===== config.mk =====
export PLATFORM = sky130hd
export DESIGN_NAME = fir_mac_seq
export DESIGN_NICKNAME = d
export VERILOG_FILES = /design/src/rtl/fir_mac_seq_pkg.sv /design/src/rtl/fir_mac_seq_mult_add.sv /design/src/rtl/fir_mac_seq.sv
export SDC_FILE = /design/constraint.sdc
export NUM_CORES = 2
export LEC_CHECK = 0
export CORE_ASPECT_RATIO = 0.5
export CORE_MARGIN = 5
export CORE_UTILIZATION = 37
export CTS_BUF_LIST = sky130_fd_sc_hd__clkbuf_4 sky130_fd_sc_hd__clkbuf_8
export DETAILED_ROUTE_END_ITERATION = 8
export GPL_TIMING_DRIVEN = 0
export SYNTH_ARGS = -nofsm -noshare
export SYNTH_HDL_FRONTEND = slang
export SYNTH_HIERARCHICAL = 1
export SYNTH_SLANG_ARGS = --single-unit

===== constraint.sdc =====
create_clock -name clk -period 28.8 [get_ports clk]
set_clock_uncertainty 0.15 [all_clocks]
set_input_delay 2.88 -clock clk [delete_from_list [all_inputs] [get_ports clk]]
set_output_delay 2.88 -clock clk [all_outputs]
set_load 0.02 [all_outputs]

===== src/rtl/fir_mac_seq_pkg.sv =====
// Shared types and helpers for the fir_mac_seq filter: FSM states, DSP operand widths
// and the output saturation function.
package fir_mac_seq_pkg;

   localparam int unsigned DspAWidth = 25;
   localparam int unsigned DspBWidth = 18;
   localparam int unsigned DspPWidth = 48;

   typedef enum logic [1:0] {
      StIdle,
      StMac,
      StOut
   } state_e;

   // Clamp a signed accumulator value to the signed range of a w-bit result (w < 48).
   function automatic logic signed [DspPWidth-1:0] sat_to_width(
      input logic signed [DspPWidth-1:0] v,
      input int unsigned                 w
   );
      logic signed [DspPWidth-1:0] hi;
      logic signed [DspPWidth-1:0] lo;
      hi = $signed(DspPWidth'(1) << (w - 1)) - DspPWidth'(1);
      lo = -hi - DspPWidth'(1);
      if (v > hi) begin
         return hi;
      end else if (v < lo) begin
         return lo;
      end
      return v;
   endfunction

endpackage


===== src/rtl/fir_mac_seq_mult_add.sv =====
// Combinational multiply-add in the shape of the DSP48E1 datapath: p = a*b + c, with
// all operands sign-extended to the P width before the arithmetic.
module fir_mac_seq_mult_add #(
   parameter int unsigned A = 25,
   parameter int unsigned B = 18,
   parameter int unsigned C = 48,
   parameter int unsigned P = 48
) (
   input  logic [A-1:0] a,
   input  logic [B-1:0] b,
   input  logic [C-1:0] c,
   output logic [P-1:0] p
);

   logic signed [P-1:0] a_ext;
   logic signed [P-1:0] b_ext;
   logic signed [P-1:0] c_ext;
   logic signed [P-1:0] sum;

   assign a_ext = P'($signed(a));
   assign b_ext = P'($signed(b));
   assign c_ext = P'($signed(c));
   assign sum   = (a_ext * b_ext) + c_ext;
   assign p     = sum;

endmodule


===== src/rtl/fir_mac_seq.sv =====
// Time-multiplexed FIR: one sample per handshake, NTAPS multiply-accumulate cycles through a
// single mult_add, then a scaled and saturated result on a valid/ready output.
module fir_mac_seq
   import fir_mac_seq_pkg::*;
#(
   parameter int unsigned NTAPS       = 8,
   parameter int unsigned DATA_WIDTH  = 16,
   parameter int unsigned COEFF_WIDTH = 25,
   parameter int unsigned OUT_WIDTH   = 16,
   parameter int unsigned OUT_SHIFT   = 0,
   localparam int unsigned KW         = $clog2(NTAPS)
) (
   input  logic                   clk,
   input  logic                   rst,
   input  logic                   in_valid,
   output logic                   in_ready,
   input  logic [DATA_WIDTH-1:0]  in_data,
   input  logic                   coef_we,
   input  logic [KW-1:0]          coef_addr,
   input  logic [COEFF_WIDTH-1:0] coef_data,
   output logic                   out_valid,
   input  logic                   out_ready,
   output logic [OUT_WIDTH-1:0]   out_data
);

   state_e                  state_q, state_d;
   logic [KW-1:0]           k_q, k_d;
   logic [DspPWidth-1:0]    acc_q, acc_d;
   logic                    out_valid_q, out_valid_d;
   logic [OUT_WIDTH-1:0]    out_data_q, out_data_d;
   logic [DATA_WIDTH-1:0]   x_q [NTAPS];
   logic [COEFF_WIDTH-1:0]  h_q [NTAPS];

   logic                    accept;
   logic                    shift_en;
   logic                    coef_wr_en;
   logic [DspPWidth-1:0]    p;
   logic signed [DspPWidth-1:0] p_scaled;
   logic signed [DspPWidth-1:0] p_sat;

   assign in_ready   = (state_q == StIdle) & ~rst;
   assign accept     = in_valid & in_ready;
   assign coef_wr_en = coef_we & (state_q == StIdle) & (int'(coef_addr) < NTAPS);

   fir_mac_seq_mult_add #(
      .A (COEFF_WIDTH),
      .B (DATA_WIDTH),
      .C (DspPWidth),
      .P (DspPWidth)
   ) u_mult_add (
      .a (h_q[k_q]),
      .b (x_q[k_q]),
      .c (acc_q),
      .p (p)
   );

   // The last MAC product is scaled straight from p so the result lands with out_valid.
   assign p_scaled = $signed(p) >>> OUT_SHIFT;
   assign p_sat    = sat_to_width(p_scaled, OUT_WIDTH);

   always_comb begin
      state_d     = state_q;
      k_d         = k_q;
      acc_d       = acc_q;
      out_valid_d = out_valid_q;
      out_data_d  = out_data_q;
      shift_en    = 1'b0;
      unique case (state_q)
         StIdle: begin
            if (accept) begin
               shift_en = 1'b1;
               acc_d    = '0;
               k_d      = '0;
               state_d  = StMac;
            end
         end
         StMac: begin
            acc_d = p;
            if (k_q == KW'(NTAPS - 1)) begin
               state_d     = StOut;
               out_valid_d = 1'b1;
               out_data_d  = p_sat[OUT_WIDTH-1:0];
            end else begin
               k_d = k_q + KW'(1);
            end
         end
         StOut: begin
            if (out_ready) begin
               out_valid_d = 1'b0;
               state_d     = StIdle;
            end
         end
         default: begin
            out_valid_d = 1'b0;
            state_d     = StIdle;
         end
      endcase
   end

   always_ff @(posedge clk or posedge rst) begin
      if (rst) begin
         state_q     <= StIdle;
         k_q         <= '0;
         acc_q       <= '0;
         out_valid_q <= 1'b0;
         out_data_q  <= '0;
      end else begin
         state_q     <= state_d;
         k_q         <= k_d;
         acc_q       <= acc_d;
         out_valid_q <= out_valid_d;
         out_data_q  <= out_data_d;
      end
   end

   always_ff @(posedge clk or posedge rst) begin
      if (rst) begin
         for (int i = 0; i < NTAPS; i++) begin
            x_q[i] <= '0;
            h_q[i] <= '0;
         end
      end else begin
         if (shift_en) begin
            for (int i = 1; i < NTAPS; i++) begin
               x_q[i] <= x_q[i-1];
            end
            x_q[0] <= in_data;
         end
         if (coef_wr_en) begin
            h_q[coef_addr] <= coef_data;
         end
      end
   end

   assign out_valid = out_valid_q;
   assign out_data  = out_data_q;

endmodule


==> Yosys cells after proc, flatten, opt, wreduce, memory -nomap -nowiden <==
Index checks and enable logic that the tools add are counted.
{ "totals": {"input_bits": 49, "regBits": 398, "wordCells": 79} }
{ "op_classes": {"mux": 28, "addsub": 2, "multipliers": 1, "n_reduce_logical": 8, "n_bitwise": 7, "n_eq_ne": 7, "n_lt_le_gt_ge": 5} }
{ "ops": {"columns": ["operator", "count"], "rows": [
  ["bitwise mux 200 bit", 1],
  ["case mux 48 bit (2 select lines)", 1],
  ["two-way mux 16 bit", 5],
  ["binary-select mux 25 bit (select 3 bit)", 1],
  ["demux 25 bit (select 3 bit)", 1],
  ["two-way mux 25 bit", 3],
  ["adder 41 x 48 -> 48 bit", 1],
  ["binary-select mux 16 bit (select 3 bit)", 1],
  ["greater-than comparator 48 x 16 -> 1 bit (second input constant)", 1],
  ["less-than comparator 48 x 16 -> 1 bit (second input constant)", 1],
  ["two-way mux 48 bit", 1],
  ["multiplier 25 x 16 -> 41 bit", 1],
  ["AND reduction 3 bit", 3],
  ["greater-or-equal comparator 4 bit (second input constant)", 2],
  ["!= test 2 bit (second input constant)", 4],
  ["NOT 3 -> 4 bit", 2],
  ["two-way mux 1 bit", 6],
  ["two-way mux 2 bit", 3],
  ["two-way mux 3 bit", 2],
  ["case mux 2 bit (3 select lines)", 1],
  ["case mux 3 bit (2 select lines)", 1],
  ["less-than comparator 4 x 1 -> 1 bit (second input constant)", 1],
  ["AND reduction 2 bit", 2],
  ["adder 3 x 1 -> 3 bit (second input constant)", 1],
  ["9 further kinds", 12]
]} }

==> Depth between registers and ports, before layout <==
{ "logic_depth": {"ltp_word": 10, "mapped_depth": 36, "ltp_nobuf": 30} }

==> Cells and area by module <==
Netlist, hierarchy kept.
{ "by_module_without_submodules": {"columns": ["mod", "cells_each", "n_inst", "seq_area_each_um2", "area_each_um2"], "rows": [
  ["fir_mac_seq", 1180, 1, 9959.6, 17548.1],
  ["fir_mac_seq_mult_add", 1876, 1, 0.0, 16966.3]
]} }

==> Worst setup path after synthesis <==
No wires, ideal clock.
{ "synth_timing": {"path_kind": "register -> register", "from": "register k_q[0]", "to": "register out_data_q[5], in the netlist out_data[5]", "required_time_ns": 28.577, "period_less_slack_ns": 9.384, "arrival_ns": 9.161, "setup_ns": 0.073, "stages_incl_launch_ff": 34, "setup_slack_ns": 19.416, "path_cell_list": "dfrtp_1 -> clkbuf_1 -> buf_2 -> mux4_2 -> mux2_2 -> clkbuf_1 -> nand2_1 -> inv_1 -> fa_1 -> inv_1 -> fa_1 -> inv_1 -> fa_1 -> inv_1 -> fa_1 -> fa_1 -> fa_1 -> inv_1 -> ha_1 -> clkbuf_1 -> a21o_1 -> a21o_1 -> a21oi_1 -> o21bai_1 -> a2111o_1 -> o22ai_1 -> a21oi_1 -> xnor2_1 -> nand4_1 -> or4_4 -> o31ai_4 -> buf_6 -> nand2_1 -> a21oi_2"} }
{ "synth_via": {"elab_chain_len": 10} }
{ "synth_rtl": {"columns": ["item", "line_no", "text"], "rows": [
  ["start: declaration", "fir_mac_seq.sv:27", "logic [KW-1:0] k_q, k_d;"],
  ["start signal: assignment", "fir_mac_seq.sv:109", "k_q <= k_d;"],
  ["NOT 3 -> 4 bit (not written as such) (*)", "fir_mac_seq.sv:51, fir_mac_seq.sv:52", null],
  ["binary-select mux 25 bit (select 3 bit) / binary-select mux 16 bit (select 3 bit) (equally long branches)", "fir_mac_seq.sv:51, fir_mac_seq.sv:52", null],
  ["two-way mux 25 bit (not written as such) / two-way mux 16 bit (equally long branches) (2 in series)", "fir_mac_seq.sv:51, fir_mac_seq.sv:52", null],
  ["multiplier 25 x 16 -> 41 bit (*)", "fir_mac_seq_mult_add.sv:23", "assign sum = (a_ext * b_ext) + c_ext;"],
  ["adder 41 x 48 -> 48 bit (*)", "fir_mac_seq_mult_add.sv:23", null],
  ["via p[47]", "fir_mac_seq.sv:37", "logic [DspPWidth-1:0] p;"],
  ["less-than comparator 48 x 16 -> 1 bit", "fir_mac_seq_pkg.sv:26", "end else if (v < lo) begin"],
  ["two-way mux 1 bit", "fir_mac_seq_pkg.sv:26", null],
  ["two-way mux 1 bit", "fir_mac_seq_pkg.sv:24", "if (v > hi) begin"],
  ["two-way mux 16 bit (*)", "fir_mac_seq_pkg.sv:29", "return v;"],
  ["end signal: assignment", "fir_mac_seq.sv:112", "out_data_q <= out_data_d;"],
  ["end: declaration", "fir_mac_seq.sv:30", "logic [OUT_WIDTH-1:0] out_data_q, out_data_d;"]
]} }
The timed path passes the listed nets; every way through them passes the cells marked *. The select of a mux whose other input is x is not followed.
A chain may end at the register's enable or synchronous reset.

==> Worst setup path after layout <==
{ "layout_timing": {"from": "register k_q[1]", "to": "register out_data_q[7], in the netlist out_data[7]"} }
The elaborated chain is that of the path after synthesis.

==> results.cfg <==
[run_status]
status = complete, no violations

[layout]
area_growth_pct = 10.72
layout_commonest_cell = inv_1
final_cell_mix = 515 x inv_1, 461 x fa_1, 398 x dfrtp_1
fill_cells = 8840
multi_input_area_sq_um = 21930
regArea_sq_um = 9960
final_nets = 3837
drive_above_1_share_pct = 19.65
layout.cells.non_filler = 4494

[placed_design]
gp_congestion = 0.9408
placedCellCount = 4380
io_buffers = 66
post-dp-hpwl_microns = 75040

[clock_network]
cts_resized = 0
max-clock-path-buffers = 3
cts_tree = yes
cts_setup_buffers = 0
numClockSinks = 398
cts_made_buffers = 67
cts_hold_buf = 0
cts.clk_slew.worst_paths_ns = 0.07
root_buffer = clkbuf_8
htree_num_levels = 3
insertion_delay_ns = 0.68

[route]
num_vias = 23140
dr.pass1.iters = 6
drc = 0
drtIter0Drc = 1774
wl_microns = 96530
ant_nets = 0
wl_per_cell_microns = 21.48
viasPerCell = 5.148

[global_routing]
grt_pass1_vias = 25340
antenna_found_initial = 11
grt_pass1_wl_microns = 150600
grtUsageTotal_pct = 19.59
grt_max_degree = 118
overflow = 0

[floorplan]
die_x_microns = 441.9
initial_core_util_pct = 37.23
coreArea_sq_um = 92720
dieArea_sq_um = 99860
ios = 67
rows = 79
dieHeight_microns = 226.0

[run]
maxCapViolations = 0

[timing]
finalHoldViolCount = 0
drv_slew = 0
slew-limit-headroom_pct = 12.65
grt_setup_unrepaired = no
fin_setup_tns_ns = 0
tightest_slew_ns = 1.306
max_freq_mhz = 85.64
finalCritPeriodShare_pct = 40.54
min_period_ns = 11.68
setup_violations = 0

[worst_setup_path]
cp_common_cell = fa_1
critPathMaxFanout = 10
r2r_setup_slack_ns = 17.12
critPathCaptureType = flop
reg2reg_depth = 32
start_kind = flop
path_class = reg2reg
critical_path_required_ns = 29.23
r2r-start = k_q[1]
worstReg2RegEnd = out_data[7]
crit_end = out_data[7]
crit_start = k_q[1]
crit_path_top_delay_cell = clkbuf_1
cpPeakStageDelay_ns = 0.76
cp.arrival_ns = 12.11

[synthesis]
synth_top_area_share_pct = 28.86
yosysWarnings = 6
synth-edff-count = 0
syn_nets = 3699
synthTopCellsByArea = dfrtp_1 29%, fa_1 27%, mux2_2 12%, inv_1 5.6%, mux4_2 5.4%
synthArstFlopShare_pct = 100.0
syn-instance-count = 3056
syn_area_per_cell_sq_um = 11.29
synth-seq-cells = 398
synth_cell_types = 66
synth_top_area_cell = dfrtp_1
syn_area_sq_um = 34510
ys_seq_area_share_pct = 28.86
ys.flop_type = dfrtp_1

[hold_path]
hold_class = reg2reg
metal layers:
layer | GRT usage (%) | wire length (microns) | up-vias
li1 | - | - | 10040
met5 | 0 | 41 | -
met2 | 31.79 | 44490 | 849
met3 | 4.673 | 7271 | 220
met4 | 7.597 | 3970 | 6
met1 | 25.66 | 40750 | 12020
cell usage after synthesis, drive strengths merged (2+ instances only):
library cell and n:
inv 516, fa 461, dfrtp 398, mux2 370
nand2 355, and2 172, ha 133, clkbuf 107
a21oi 85, mux4 82, o21ai 72, buf 46
nor2 46, xnor2 36, a21o 22, nand4 20
xor2 15, nand3 12, o211ai 12, nand2b 9
nor2b 8, nor4 8, o21bai 8, a31oi 7
and3 5, nor3 5, a21boi 4, o22ai 3
or3 3, or4 3, a211oi 2, a221oi 2
and2b 2, clkdlybuf4s15 2, o2111ai 2, o21a 2
o221ai 2, o22a 2, or2 2
worst max-delay path, delay by kind of cell (launching register included):
| kind | cells | cell delay (ns) |
|---|---|---|
| AO/OA/AOI/OAI | 9 | 2.43 |
| flip-flops | 1 | 0.39 |
| multiplexers | 2 | 0.49 |
| buffers and inverters | 9 | 3.41 |
| adder cells (fa/ha/maj) | 7 | 3.29 |
| XOR/XNOR | 1 | 0.29 |
| AND/OR/NAND/NOR | 4 | 1.09 |
metrics by stage:
step	setup WS (ns)	area, sq um	hold slack, ns	utilization (%)
after floorplan	14.70	34510	0.3239	-
after global placement	9.779	36750	0.3314	39.63
after detailed placement	17.41	36840	0.3372	39.73
after CTS	17.37	38210	0.3508	41.21
after global routing	16.82	38210	0.3637	41.21
final	17.12	38210	0.3502	41.21
flip-flops by register name, indices dropped and copies added, names as in the netlist:
signal / flops
acc_q: 48
h_q: 200
k_q: 3
out_data: 16
out_valid: 1
state_q: 2
x_q: 128
worst min-delay path by stage:
stage               cells past startpoint  slack (ns)       end  startpoint
floorplan                               1        0.32   h_q[70]     h_q[70]
finish                                  1        0.35  h_q[125]    h_q[125]
detailed placement                      1        0.34  h_q[125]    h_q[125]
global route                            1        0.36   h_q[30]     h_q[30]
CTS                                     1        0.35  h_q[125]    h_q[125]
global placement                        1        0.33  h_q[163]    h_q[163]
logic make-up (layout without fill, tap and decap cells):
kind of cell             after synthesis  after routing  synth area share (%)
AND/OR/NAND/NOR                      654            654                 8.987
other                                  0              3                     0
buffers and inverters                672            852                 7.595
flip-flops                           398            398                 28.86
multiplexers                         452            452                 17.42
adder cells (fa/ha/maj)              594            594                 31.56
AO/OA/AOI/OAI                        235            235                 4.285
XOR/XNOR                              51             51                 1.294
layout make-up:
cell class	count	area share [%]
inverter	516	5.088
sequential	398	26.06
buffer	156	1.791
timing repair buffer	69	1.945
clock inverter	15	0.4551
tap	1255	4.109
antenna	3	0.01965
clock buffer	96	3.130
multi-input combinational	1986	57.40
Power is not shown: default switching activity piles up to over one toggle a cycle in this logic, so the estimate is an artifact.
